**config.mk**
```make
export PLATFORM = sky130hd
export DESIGN_NAME = loop_seq
export DESIGN_NICKNAME = d
export VERILOG_FILES = /design/src/rtl/loop_seq_pkg.sv /design/src/rtl/loop_seq_counter.sv /design/src/rtl/loop_seq.sv
export SDC_FILE = /design/constraint.sdc
export NUM_CORES = 1
export LEC_CHECK = 0
export CAP_MARGIN = 20
export CELL_PAD_IN_SITES_DETAIL_PLACEMENT = 1
export CELL_PAD_IN_SITES_GLOBAL_PLACEMENT = 1
export CORE_ASPECT_RATIO = 0.6
export CORE_UTILIZATION = 35
export DETAILED_ROUTE_END_ITERATION = 8
export PLACE_DENSITY_LB_ADDON = 0.1
export SLEW_MARGIN = 10
export SYNTH_ARGS = -nofsm -noshare
export SYNTH_HDL_FRONTEND = slang
export SYNTH_SLANG_ARGS = --single-unit
```
**constraint.sdc**
```tcl
create_clock -name i_clk -period 2.6 [get_ports i_clk]
set_input_delay 0.52 -clock i_clk [delete_from_list [all_inputs] [get_ports i_clk]]
set_output_delay 0.52 -clock i_clk [all_outputs]
set_load 0.01 [all_outputs]
```
**src/rtl/loop_seq_pkg.sv**
```systemverilog
// +--------------------------------------------------------------------+
// | loop_seq_pkg: shared counter-control type and sequencer state enum |
// | Rev 1.0                                                            |
// +--------------------------------------------------------------------+
`default_nettype none

package loop_seq_pkg;

  typedef struct packed {
    logic dval;
    logic inc;
    logic reset;
  } LpCtl;

  typedef enum logic [0:0] {
    ST_IDLE = 1'b0,
    ST_RUN  = 1'b1
  } seqState_e;

endpackage

`default_nettype wire

```
**src/rtl/loop_seq_counter.sv**
```systemverilog
// +--------------------------------------------------------------------+
// | LoopCounter: nested loop index counter, level 0 innermost          |
// | Rev 1.0                                                            |
// +--------------------------------------------------------------------+
`default_nettype none

module LoopCounter
  import loop_seq_pkg::*;
#(
  parameter int          NDEPTH            = 3,
  parameter int unsigned IDXDW [NDEPTH-1:0] = '{3, 5, 3},
  parameter int          IDXMAXDW          = 11,
  parameter int          STARTPOINT        = 1
) (
  input  logic                              i_clk,
  input  logic                              i_rst_n,
  input  LpCtl                              i_ctl,
  input  logic [NDEPTH-1:0][IDXMAXDW-1:0]   i_size,
  output logic [NDEPTH-1:0][IDXMAXDW-1:0]   o_idx,
  output logic [NDEPTH-1:0]                 o_loopEnd
);

  logic [NDEPTH-1:0] w_adv;

  for (genvar k = 0; k < NDEPTH; k++) begin : g_level
    localparam int W = int'(IDXDW[k]);
    // Level k moves only when every inner level sits at its last value.
    localparam logic [NDEPTH-1:0] C_INNER_MASK = (NDEPTH'(1) << k) - NDEPTH'(1);

    logic [W-1:0] r_idx;

    assign w_adv[k]     = &(o_loopEnd | ~C_INNER_MASK);
    assign o_idx[k]     = IDXMAXDW'(r_idx);
    assign o_loopEnd[k] = (o_idx[k] == i_size[k]);

    always_ff @(posedge i_clk or negedge i_rst_n) begin
      if (!i_rst_n) begin
        r_idx <= W'(STARTPOINT);
      end else if (i_ctl.dval) begin
        if (i_ctl.reset) begin
          r_idx <= W'(STARTPOINT);
        end else if (i_ctl.inc && w_adv[k]) begin
          r_idx <= o_loopEnd[k] ? W'(STARTPOINT) : r_idx + W'(1);
        end
      end
    end
  end

endmodule

`default_nettype wire

```
**src/rtl/loop_seq.sv**
```systemverilog
// +--------------------------------------------------------------------+
// | loop_seq: loop-nest sequencer emitting index tuples with handshake |
// | Rev 1.0                                                            |
// +--------------------------------------------------------------------+
`default_nettype none

module loop_seq
  import loop_seq_pkg::*;
#(
  parameter int          NDEPTH            = 3,
  parameter int unsigned IDXDW [NDEPTH-1:0] = '{3, 5, 3},
  parameter int          IDXMAXDW          = 11,
  parameter int          CNTDW             = 32
) (
  input  logic                              i_clk,
  input  logic                              i_rst_n,
  input  logic                              i_cfg_valid,
  output logic                              o_cfg_ready,
  input  logic [NDEPTH-1:0][IDXMAXDW-1:0]   i_cfg_size,
  output logic                              o_it_valid,
  input  logic                              i_it_ready,
  output logic [NDEPTH-1:0][IDXMAXDW-1:0]   o_it_idx,
  output logic [NDEPTH-1:0]                 o_it_last,
  input  logic                              i_abort,
  output logic                              o_busy,
  output logic                              o_done,
  output logic [CNTDW-1:0]                  o_beat_cnt
);

  seqState_e                         r_state, w_nextState;
  LpCtl                              w_ctl;
  logic [NDEPTH-1:0][IDXMAXDW-1:0]   r_size;
  logic                              r_done;
  logic [CNTDW-1:0]                  r_beatCnt;
  logic                              w_accept, w_fire, w_finalFire;

  assign w_accept    = o_cfg_ready & i_cfg_valid;
  assign w_fire      = o_it_valid & i_it_ready;
  assign w_finalFire = w_fire & ~i_abort & (&o_it_last);

  always_ff @(posedge i_clk or negedge i_rst_n) begin
    if (!i_rst_n) r_state <= ST_IDLE;
    else          r_state <= w_nextState;
  end

  always_comb begin
    w_nextState = r_state;
    w_ctl       = '0;
    o_cfg_ready = 1'b0;
    o_it_valid  = 1'b0;
    case (r_state)
      ST_IDLE: begin
        o_cfg_ready = 1'b1;
        if (i_cfg_valid) begin
          w_ctl.reset = 1'b1;
          w_ctl.dval  = 1'b1;
          w_nextState = ST_RUN;
        end
      end
      ST_RUN: begin
        o_it_valid = 1'b1;
        // Abort wins over the handshake: the counter is left untouched.
        if (i_abort) begin
          w_nextState = ST_IDLE;
        end else if (w_fire) begin
          w_ctl.inc  = 1'b1;
          w_ctl.dval = 1'b1;
          if (&o_it_last) w_nextState = ST_IDLE;
        end
      end
      default: w_nextState = ST_IDLE;
    endcase
  end

  // Zero sizes become 1 so the counter always sees a reachable end value.
  always_ff @(posedge i_clk or negedge i_rst_n) begin
    if (!i_rst_n) begin
      for (int k = 0; k < NDEPTH; k++) r_size[k] <= IDXMAXDW'(1);
    end else if (w_accept) begin
      for (int k = 0; k < NDEPTH; k++)
        r_size[k] <= (i_cfg_size[k] == '0) ? IDXMAXDW'(1) : i_cfg_size[k];
    end
  end

  always_ff @(posedge i_clk or negedge i_rst_n) begin
    if (!i_rst_n) begin
      r_beatCnt <= '0;
      r_done    <= 1'b0;
    end else begin
      r_done <= w_finalFire;
      if (w_accept)    r_beatCnt <= '0;
      else if (w_fire) r_beatCnt <= r_beatCnt + CNTDW'(1);
    end
  end

  LoopCounter #(
    .NDEPTH     (NDEPTH),
    .IDXDW      (IDXDW),
    .IDXMAXDW   (IDXMAXDW),
    .STARTPOINT (1)
  ) u_loopCounter (
    .i_clk      (i_clk),
    .i_rst_n    (i_rst_n),
    .i_ctl      (w_ctl),
    .i_size     (r_size),
    .o_idx      (o_it_idx),
    .o_loopEnd  (o_it_last)
  );

  assign o_busy     = (r_state == ST_RUN);
  assign o_done     = r_done;
  assign o_beat_cnt = r_beatCnt;

endmodule

`default_nettype wire

```
==> results.cfg <==
[sta]
period_minus_slack_ps = 2520
finalHoldViolCount = 0
fmax_mhz = 397
finalSetupViolCount = 0
fin_crit_sh = 0.968
fin_worst_skew_ps = 6.17
final_max_slew_viol_count = 0
setup_tns_ps = 0

[final_layout]
drive_above_1_share = 0.0962
final_nets = 567
final_cells = 669
n_antenna_cell = 0
syn2layout_area_growth_pct = 34.4

[setup_path]
timing.reg2reg.setup_slack_ps = 550
crit-reg2reg-capture = u_loopCounter.g_level[1].r_idx[4]$_DFFE_PN0P_
crit_arrival_ps = 2000
cp-end-kind = primary output
crit_chain = xnor2_1 -> nand3_1 -> nor2_4 -> clkdlybuf4s50_1
cp-start-kind = flip-flop
critical_path_class = reg -> out
worst-r2r-cell-count = 5
cp_slowest_cell = dfstp_2
crit_fanout = 5
cp.required_ps = 2080
cpPeakStageDelay_ps = 590
r2r_start = r_size[3]$_DFFE_PN0P_

[global_routing]
first_global_vias = 3490
grt_max_degree = 49
grt_usage = 0.199
grt_pass1_wl_um = 18000
overflow = 0
antenna_found_initial = 0

[routing]
first_pass_iters = 6
wire_per_inst_um = 16.0
routed.top_layer = met4
viasPerCell = 5.11
drt_iter0_drc = 178
route.met3.wl_um = 517
dr_total_vias = 3419
drt-met1-wl_um = 5450
antenna_left = 0
drcViolationCount = 14
dr_wl_met2_um = 4670
wirelength_um = 10700

[clock_network]
clk_pin_slew_ps = 60
tritoncts = built
clockBufferDepth = 2
cts_buffers = 9
numClockSinks = 78
hold_buffers = 0
htree_levels = 3
cts-root-buf = clkbuf_16
insertion_delay_ps = 340

[floorplan]
io_pins = 110
core_um2 = 10700
initial_utilization = 0.365
die_h_um = 83.8
dieWidth_um = 138
row_count = 29
die-area_um2 = 11600

[placement]
place_hpwl_um = 7760
dpl.cell_count = 651
globalplace.congestion = 0.805
port_buffers = 87

[logic_synthesis]
synthTopCellsByArea = dfrtp_1, nand2_1, buf_4, dfstp_2, nand3_1
ys_seq_area_frac = 0.502
ys_warn_count = 0
yosys-top-cells-count = nand2_1, dfrtp_1, nand3_1
avgSynthCellArea_um2 = 9.11
synth.most_common_cell = nand2_1
synth_edf_count = 0
synthCells = 429
ys_types = 42
synth.top_cell.area_share = 0.461
ys_ff_latch = 78
synth-async-reset-ratio = 1.00
syn_area_um2 = 3910
ys.flop_type = dfrtp_1
netlist.top_cell.by_area = dfrtp_1

[power]
power_density_nw_per_um2 = 608
max-vdd-ir-drop_uv = 312
p_leak_uw = 0.00238

[run_status]
status = complete, but fails checks
failed_checks = DRC

[hold_path]
hp-class = in -> async

[job]
maxCapViolCount = 0
layout make-up:
cell class	count	area (um2)
Multi-Input combinational cell	329	1810
Sequential cell	78	1960
Fill cell	1241	5450
Tap cell	139	174
Timing Repair Buffer	101	997
Inverter	6	22.5
Clock buffer	11	233
Clock inverter	5	50.0
cell usage in the layout, fill, tap and decap left out, drive strengths merged, types with 5 or more instances in the layout:
cell,synthesis,final
xor2,6,6
buf,25,15
nand4,14,14
dfstp,6,6
dfrtp,72,72
a21oi,11,11
nor4,12,12
mux2i,7,7
o31ai,11,11
conb,1,22
nand2,120,120
nand3,24,24
clkbuf,12,11
xnor2,9,9
clkdlybuf4s50,0,85
inv,6,6
o21ai,18,18
nor2,22,22
o211ai,10,10
and3,5,5
metrics by stage:
stage	worst slack, ps	cell area, um2	total power, uW	hold WS [ps]	utilization
2_1_floorplan	724	3990	1750	224	-
5_1_grt	-16.6	5250	3370	136	0.490
4_1_cts	33.2	5220	3220	125	0.487
3_3_place_gp	242	4930	1950	460	0.460
6_report	83.7	5250	3190	112	0.490
3_5_place_dp	145	4930	1980	464	0.460
cell families (layout without fill, tap and decap cells):
logic type / after synthesis / after routing / share of synthesized area
other: 1 / 22 / 0.000960
XOR/XNOR: 15 / 15 / 0.0336
AO/OA/AOI/OAI: 60 / 60 / 0.0974
AND/OR/NAND/NOR: 221 / 221 / 0.272
multiplexers: 7 / 7 / 0.0179
adder cells (fa/ha/maj): 4 / 4 / 0.0128
buffers and inverters: 43 / 123 / 0.0637
flip-flops: 78 / 78 / 0.502
worst max path at each step:
stage / startpoint / endpoint / slack [ps]
after floorplan: o_beat_cnt[0]$_DFFE_PN0P_ / o_beat_cnt[26]$_DFFE_PN0P_ / 720
after global placement: i_it_ready / u_loopCounter.g_level[1].r_idx[3]$_DFFE_PN0P_ / 240
after detailed placement: i_it_ready / u_loopCounter.g_level[1].r_idx[4]$_DFFE_PN0P_ / 150
after CTS: u_loopCounter.g_level[0].r_idx[0]$_DFFE_PN1P_ / o_it_last[0] / 30
after global routing: u_loopCounter.g_level[0].r_idx[0]$_DFFE_PN1P_ / o_it_last[0] / -20
final: u_loopCounter.g_level[0].r_idx[0]$_DFFE_PN1P_ / o_it_last[0] / 80
timing repair:
action                                  4_1_cts  5_1_grt
resized for setup                             5        3
setup buffers                                 0        2
endpoints found under the setup margin        3        2
cloned                                        0        0
power by group:
| group | switching [uW] | internal (uW) |
|---|---|---|
| registers | 105 | 1350 |
| clock network | 477 | 737 |
| logic | 285 | 240 |
| total | 867 | 2330 |
layer usage:
| layer | vias to the layer above | track usage |
|---|---|---|
| met2 | 74 | 0.297 |
| met5 | - | 0 |
| met1 | 1695 | 0.280 |
| li1 | 1645 | - |
| met4 | 0 | 0.0603 |
| met3 | 5 | 0.0528 |
critical path: cells and delay by family (launching register included):
kind	cells	cell delay (ps)
xor gates and xnor gates	1	150
buffers and inverters	1	560
DFF	1	590
and+or+nand+nor	2	360
registers in the layout, summed over array words and instances, names as in the netlist:
name and cells:
r_size 33, o_beat_cnt 32, u_loopCounter.g_level.r_idx 11, o_busy 1, o_done 1
No activity file was read; power rests on OpenSTA's default activity.
